==> config.mk <==
export PLATFORM = sky130hd
export DESIGN_NAME = tlc5920_rx
export DESIGN_NICKNAME = d
export VERILOG_FILES = /design/src/rtl/tlc5920_rx.sv
export SDC_FILE = /design/constraint.sdc
export NUM_CORES = 1
export LEC_CHECK = 0
export CORE_MARGIN = 2
export CORE_UTILIZATION = 40
export CTS_CLUSTER_SIZE = 8
export DETAILED_ROUTE_END_ITERATION = 8
export PLACE_DENSITY = 0.67
export SLEW_MARGIN = 20
export SYNTH_ARGS = -nofsm -noshare
export SYNTH_HDL_FRONTEND = slang
export SYNTH_SLANG_ARGS = --single-unit
==> constraint.sdc <==
create_clock -name clk -period 2.59 [get_ports clk]
set_input_delay 0.777 -clock clk [delete_from_list [all_inputs] [get_ports clk]]
set_output_delay 0.777 -clock clk [all_outputs]
set_load 0.01 [all_outputs]
==> src/rtl/tlc5920_rx.sv <==
// Oversampling receiver for the tlc5920 LED-bar bus: rebuilds row words, assembles frames, flags framing errors.
// Optional feature macro TLC5920_RX_BLANK_EN: blank_i discards latches and clears the partially assembled frame.
module tlc5920_rx #(
  parameter int g_rows    = 4,
  parameter int g_bits    = 32,
  parameter int g_timeout = 1023
) (
  input  logic                     clk,
  input  logic                     rstn,
  input  logic                     sclk_i,
  input  logic                     sin_i,
  input  logic                     latch_i,
  input  logic                     blank_i,
  input  logic [2:0]               csel_ib3,
  output logic [g_rows*g_bits-1:0] ledData_ob,
  output logic                     frame_valid_o,
  output logic                     err_o,
  output logic [7:0]               err_cnt_ob8
);
  localparam int CntW = $clog2(g_bits + 2);
  localparam int TmoW = $clog2(g_timeout + 1);
  localparam logic [CntW-1:0] BitsFull = CntW'(g_bits);
  localparam logic [CntW-1:0] BitsOvf  = CntW'(g_bits + 1);
  localparam logic [TmoW-1:0] TmoLast  = TmoW'(g_timeout - 1);
  localparam logic [3:0]      RowsLim  = 4'(g_rows);

  typedef enum logic [1:0] {S_IDLE, S_SHIFT, S_OVERRUN} state_t;

  // Synchroniser vector layout: {csel[2:0], blank, latch, sin, sclk}
  logic [6:0] bus_raw, sync1, sync2;
  logic [2:0] edge_q;
  logic       sclk_ev, latch_ev, sin_q, blank_q, blank_ev;
  logic [2:0] csel_q;

  assign bus_raw = {csel_ib3, blank_i, latch_i, sin_i, sclk_i};

  // NOTE: non-blocking assignments make every stage sample the previous cycle's value, forming a true pipeline.
  always_ff @(posedge clk or negedge rstn) begin
    if (!rstn) begin
      sync1    <= '0;
      sync2    <= '0;
      edge_q   <= '0;
      sclk_ev  <= 1'b0;
      latch_ev <= 1'b0;
      blank_ev <= 1'b0;
      sin_q    <= 1'b0;
      blank_q  <= 1'b0;
      csel_q   <= '0;
    end else begin
      sync1    <= bus_raw;
      sync2    <= sync1;
      edge_q   <= {sync2[3], sync2[2], sync2[0]};
      sclk_ev  <= sync2[0] & ~edge_q[0];
      latch_ev <= sync2[2] & ~edge_q[1];
      blank_ev <= sync2[3] & ~edge_q[2];
      sin_q    <= sync2[1];
      blank_q  <= sync2[3];
      csel_q   <= sync2[6:4];
    end
  end

  logic blank_drop, blank_clr;
`ifdef TLC5920_RX_BLANK_EN
  assign blank_drop = blank_q;
  assign blank_clr  = blank_ev;
`else
  logic blank_unused;
  assign blank_unused = blank_q ^ blank_ev;
  assign blank_drop   = 1'b0;
  assign blank_clr    = 1'b0;
`endif

  state_t                   state_q, state_d;
  logic [g_bits-1:0]        shift_q;
  logic [CntW-1:0]          bit_cnt;
  logic [TmoW-1:0]          idle_cnt;
  logic [g_rows-1:0]        row_mask, mask_set;
  logic [g_rows*g_bits-1:0] staging, staging_nx;
  logic                     tmo_hit, do_shift, cnt_clr, row_wr, err_set, frame_done;

  assign tmo_hit = (state_q == S_SHIFT) && !sclk_ev && (idle_cnt == TmoLast);

  always_ff @(posedge clk or negedge rstn) begin
    if (!rstn) state_q <= S_IDLE;
    else       state_q <= state_d;
  end

  // A latch edge wins over a coincident sclk edge.
  always_comb begin
    state_d = state_q;
    if (latch_ev) begin
      state_d = S_IDLE;
    end else begin
      case (state_q)
        S_IDLE:  if (sclk_ev) state_d = S_SHIFT;
        S_SHIFT: begin
          if (sclk_ev && bit_cnt == BitsFull) state_d = S_OVERRUN;
          else if (tmo_hit)                   state_d = S_IDLE;
        end
        default: state_d = state_q;
      endcase
    end
  end

  // NOTE: every output of this block gets a default first so no path infers a latch.
  always_comb begin
    do_shift = 1'b0;
    cnt_clr  = 1'b0;
    row_wr   = 1'b0;
    err_set  = 1'b0;
    if (latch_ev) begin
      cnt_clr = 1'b1;
      if (state_q != S_OVERRUN) begin
        if (bit_cnt != BitsFull)               err_set = 1'b1;
        else if (!blank_drop) begin
          if ({1'b0, csel_q} >= RowsLim)       err_set = 1'b1;
          else                                 row_wr  = 1'b1;
        end
      end
    end else if (sclk_ev && state_q != S_OVERRUN) begin
      do_shift = 1'b1;
      err_set  = (bit_cnt == BitsFull);
    end else if (tmo_hit) begin
      err_set = 1'b1;
      cnt_clr = 1'b1;
    end
  end

  always_comb begin
    staging_nx = staging;
    mask_set   = row_mask | (g_rows'(1) << csel_q);
    if (row_wr) staging_nx[int'(csel_q)*g_bits +: g_bits] = shift_q;
    frame_done = row_wr && (&mask_set);
  end

  // NOTE: the staging store is reset explicitly so a frame never exposes power-up garbage.
  always_ff @(posedge clk or negedge rstn) begin
    if (!rstn) begin
      shift_q       <= '0;
      bit_cnt       <= '0;
      idle_cnt      <= '0;
      row_mask      <= '0;
      staging       <= '0;
      ledData_ob    <= '0;
      frame_valid_o <= 1'b0;
      err_o         <= 1'b0;
      err_cnt_ob8   <= '0;
    end else begin
      frame_valid_o <= frame_done;
      err_o         <= err_set;
      if (err_set && err_cnt_ob8 != 8'hFF) err_cnt_ob8 <= err_cnt_ob8 + 8'd1;

      if (cnt_clr) begin
        bit_cnt <= '0;
      end else if (do_shift) begin
        if (bit_cnt < BitsFull) begin
          shift_q <= {shift_q[g_bits-2:0], sin_q};
          bit_cnt <= bit_cnt + CntW'(1);
        end else begin
          bit_cnt <= BitsOvf;
        end
      end

      if (state_q != S_SHIFT || sclk_ev || latch_ev) idle_cnt <= '0;
      else                                           idle_cnt <= idle_cnt + TmoW'(1);

      staging <= staging_nx;
      if (frame_done) ledData_ob <= staging_nx;
      if (row_wr)     row_mask   <= frame_done ? '0 : mask_set;
      if (blank_clr)  row_mask   <= '0;
    end
  end
endmodule
## Yosys cells after proc, flatten, opt, wreduce, memory -nomap -nowiden

Index checks and enable logic that the tools add are counted.
W data, S select, Z words.

- Register bits after elaboration: 342
- Bits of input ports: 9
- Output and inout bits: 138
- Word-level logic and storage cells: 82

- Add/sub/neg operators: 4
- $lt $le $gt $ge: 2
- Equality and inequality tests: 9
- Shift operators: 3
- Mux-type cells: 26
- Bitwise gates (word level): 6
- Reductions and logical operators: 15

Operator list:

| kind | number |
|---|---|
| $bwmux W128 | 1 |
| $mux W128 | 1 |
| $shift A32 B33 Y128 const A | 1 |
| $shiftx A32 B33 Y128 | 1 |
| $neg A8 Y33 | 1 |
| $mux W6 | 3 |
| $mux W1 | 14 |
| $add A10 B1 Y10 const B | 1 |
| $eq A10 B10 Y1 const B | 1 |
| $mux W10 | 1 |
| $add A8 B1 Y8 const B | 1 |
| $mux W2 | 4 |
| $ne A8 B8 Y1 const B | 1 |
| $add A6 B1 Y6 const B | 1 |
| $eq A6 B6 Y1 const B | 1 |
| $logic_and A1 B1 Y1 | 6 |
| $lt A6 B6 Y1 const B | 1 |
| $ne A6 B6 Y1 const B | 1 |
| $reduce_and A3 Y1 | 2 |
| $mux W4 | 1 |
| $ne A4 B3 Y1 const B | 1 |
| $or A4 B4 Y4 | 1 |
| $pmux W2 S2 | 1 |
| $reduce_and A4 Y1 | 1 |
| 13 further kinds | 17 |

## Depth between registers and ports, before layout

- Word-level depth: 8
- Gate-level depth with buffers: 10
- Mapped depth without buffers: 8

## Worst setup path after synthesis

No wires, ideal clock.

- Path type: reg-to-reg
- From: reg csel_q[0]
- To: reg ledData_ob[107]
- Setup time: 0.125 ns
- Arrival: 2.301 ns
- Required time: 2.465 ns
- Path slack: 0.164 ns
- Cell stages (with the launch flop): 11
- Buffers on the path: 2
- Clock period less this slack: 2.426 ns
- Path through: dfrtp_1 inv_1 ha_1 ha_1 nand2b_1 nor3_1 and4_1 buf_6 buf_6 mux2_2 mux2_4

- Longest elaborated chain between the ends: 6
- Elaborated cells between the ends (all ways): 14
- Those cells by class: add/sub (1); order compare (1); shift (3); mux (6); bitwise (1); reduce/logical (2)

Ends and longest elaborated chain:

| item | line | RTL |
|---|---|---|
| start: declaration | 33 | `logic [2:0] csel_q;` |
| start signal: assignment | 58 | `csel_q <= sync2[6:4];` |
| parallel branches: the longest is 5 deep, another holds $neg A8 Y33 | -- |  |
| $mux W128 (*) | 132 | `if (row_wr) staging_nx[int'(csel_q)*g_bits +: g_bits] = shift_q;` |
| named net staging_nx[107] | 78 | `logic [g_rows*g_bits-1:0] staging, staging_nx;` |
| end signal: assignment | 168 | `if (frame_done) ledData_ob <= staging_nx;` |
| end: declaration | 15 | `output logic [g_rows*g_bits-1:0] ledData_ob,` |

Mark *: on every way through the listed nets, which the timed path passes.
A chain may end at the register's enable or synchronous reset.

## Worst setup path in the final report

- From: reg csel_q[0]
- To: reg ledData_ob[105]

Same word-level chain as after synthesis.

==> reports/results.md <==
• **Max transition margin** 66.29%
• **routability-driven placement congestion ratio** 0.7369
• **Wirelength per Cell** 17.82 microns
• **layout filler cell count** 2807
• **simple-gate portion of the synthesized area** 4.745%
• **setup repair after global routing missed its margin** false
• **count of nets left with antenna violations after detail routing** 0
• **total track usage** 15.46%
• **Synth area leader** dfrtp_1
• **count of vias placed by the detailed router** 7477
• **multi-input logic area** 4833 sq um
• **VDD IR max** 0.0004089 V
• **total number of H-tree levels** 2
• **Initial Utilization** 40.71%
• **proportion of netlist area held by the largest area contributor** 62.17%
• **Setup TNS Final** 0 ns
• **setup skew after layout** 0.01717 ns
• **post-synthesis to final-layout area growth** 25.82%
• **total power** 0.01162 W
• **cell with the most instances after synthesis** dfrtp_1
• **XOR/XNOR share of the synthesized area** 0.8320%
• **Fmax** 401.9 MHz
• **standard cell with the maximum stage delay on the critical path** ha_1
• **share of synthesized cell area in full adder, half adder and majority cells** 0.9142%
• **nets in the synthesized netlist** 894
• **nets** 1091
• **Worst Setup Path Type** reg2reg
• **buffers inserted during post-CTS setup optimization** 0
• **reported max-cap violation count** 0
• **post-DP HPWL** 16.87 mm
• **Buffers on Ports** 145
• **minimum period implied by the final worst setup slack** 2.488 ns
• **most common flop cell mapped by yosys** dfrtp_1
• **cell leakage power** 8.145 nW
• **sequential cell area** 8508 sq um
• **number of antenna violations at the first check in global routing** 0
• **core area** 33620 sq um
• **data required time at the worst endpoint** 3.00 ns
• **fraction of the cycle the final worst path needs** 96.07%
• **count of flip-flops with a built-in enable after synthesis** 0
• **synthesized-area fraction occupied by ao, oa, aoi and oai cells** 2.551%
• **total die area** 35710 sq um
• **fraction of registers with async set or reset after synthesis** 100.0%
• **Final Hold Slack** 0.1679 ns
• **clock latency on the worst-skew pair** 0.53 ns
• **Crit path top cell by count** ha_1
• **#FFs+latches synth** 340
• **Ports** 147
• **Detailed Routing Iterations Pass 1** 6
• **post-synth cell types** 48
• **largest stage delay on the critical path** 0.40 ns
• **pin count of the biggest net entering global routing** 61
• **post-synthesis sequential area ratio** 62.17%
• **main combinational cell family by area after synthesis** multiplexers
• **clock sink count** 340
• **mean instance size in the synthesized netlist** 15.64 sq um
• **Final Util** 51.22%
• **width of the chip** 189.0 microns
• **Critical Path Fanout Max** 7
• **post-synthesis cell area** 13690 sq um
• **top cells by instance count after synthesis** 340 x dfrtp_1, 157 x mux2_2, 90 x mux2_4
• **CTS resizes** 0
• **root buffer selected by CTS** clkbuf_16
• **max-slew violation count** 0
• **worst slew pin tran** 0.5056 ns
• **Hold Violations, Final** 0
• **overall routed net length** 27.15 mm
• **number of inserted diodes** 0
• **number of DRC violations after detailed-routing iteration 0** 312
• **mean number of vias per cell** 4.909
• **Yosys warnings** 0
• **number of global-route vias before repair** 8045
• **startpoint type of the worst setup path** flip-flop
• **Design Area, Final** 17220 sq um
• **Power Density** 675.0 nW/um^2
• **Worst Hold Class** in2async
• **grt ovf** 0
• **wire length of the first global-routing pass** 44.30 mm
• **number of hold buffers added after CTS** 0
• **Longest Clk Path Bufs** 3
• **leading cell types by total area after synthesis** dfrtp_1 62%, mux2_2 13%, mux2_4 9.9%
• **number of standard-cell rows in the floorplan** 67
• **number of DRC violations after detailed routing** 0
• **Worst setup EP type** flip-flop
• **share of layout cells above drive strength 1** 33.49%
• **clock tree from TritonCTS** done
• **total cell area at the placement stage** 15910 sq um
• **Mapped Cells** 875
• **clock-pin slew of the registers on the worst-case setup and hold paths** 0.05 ns
• **result of the run** finished, final reports clean
• **number of buffer and inverter instances along the worst setup path** 2
• **CP Data Arrival Time** 2.89 ns
• **die span in y** 189.0 microns
• **critical path, cell by cell** inv_1, ha_1, ha_1, nand2b_4, nor3_2, and4_4, clkbuf_16, mux2_2, mux2_4
• **Inserted Clock Buffers** 48
• **share of synthesized area spent on multiplexers** 26.04%
• **final setup violation count** 0
• **CP top delay family** multiplexers
-- layout make-up --
class	count	area share (%)
multi-input cells	487	28.07
repair buffers	189	11.89
clock buffers	51	7.099
clock inverters	2	0.1453
flip-flops and latches	340	49.41
well taps	448	3.255
inverters	6	0.1308
-- state kept, by name, indices dropped and copies added (netlist names), 3 cells and up --
signal / count
ledData_ob: 128
row_mask: 4
idle_cnt: 10
sync2: 6
sync1: 6
csel_q: 3
staging: 128
bit_cnt: 6
shift_q: 32
err_cnt_ob8: 8
-- report_power, final --
| part | internal (W) | switching, W | total, W |
|---|---|---|---|
| Combinational | 0.000279 | 0.000261 | 0.000540 |
| Clock | 0.00328 | 0.00208 | 0.00536 |
| Sequential | 0.00548 | 0.000244 | 0.00572 |
| Total | 0.00903 | 0.00259 | 0.0116 |
-- placed cells by master (no fill, tap or decap), types with 2 or more instances in the layout --
cell	n
clkbuf_16	50
mux2_2	157
xor2_1	6
buf_4	24
a22o_1	4
and4_1	2
a21oi_1	39
inv_1	6
or3_1	2
o21ai_0	4
dfrtp_1	340
nor3b_4	2
nand2b_1	3
mux2_4	90
mux2_1	11
nand3_1	11
xnor2_1	7
nor2_1	52
buf_12	18
nand2_1	13
mux2i_1	32
clkdlybuf4s50_1	144
ha_1	10
and2_1	2
and2b_4	2
nor2b_1	6
clkbuf_1	2
nand4_1	6
-- final timing paths --
kind | startpoint | depth (start not counted) | to | slack [ns]
worst max register to register | csel_q[0] | 9 | ledData_ob[105] | 0.10
worst min register to register | sync2[6] | 0 | csel_q[2] | 0.34
worst max-delay path | csel_q[0] | 9 | ledData_ob[105] | 0.10
max in group asynchronous | rstn | 3 | ledData_ob[58] | 1.60
worst min-delay path | rstn | 1 | ledData_ob[70] | 0.17
min in group clk | sync2[6] | 0 | csel_q[2] | 0.34
-- metrics by stage --
| step | worst slack, ns | std cells |
|---|---|---|
| floorplan | 0.1635 | 875 |
| global placement | 0.1001 | 1468 |
| detailed placement | 0.08490 | 1468 |
| CTS | 0.06232 | 1521 |
| global route | 0.0005540 | 1523 |
| finish | 0.1018 | 1523 |
-- cells by family after synthesis --
logic type | count (synthesis)
flops | 340
mux | 290
simple gates | 118
compound gates | 56
buf+inv | 48
xor+xnor | 13
fa+ha+maj | 10
-- per-layer routing --
metal  up-vias  track usage [%]  share of wire, %
met5         -                0                 0
met4         0            4.567               1.9
met3        48            2.743               3.6
met1      3839            21.54                47
li1       3448                -                 -
met2       142            24.84                47
No activity file was read; power rests on OpenSTA's default activity.
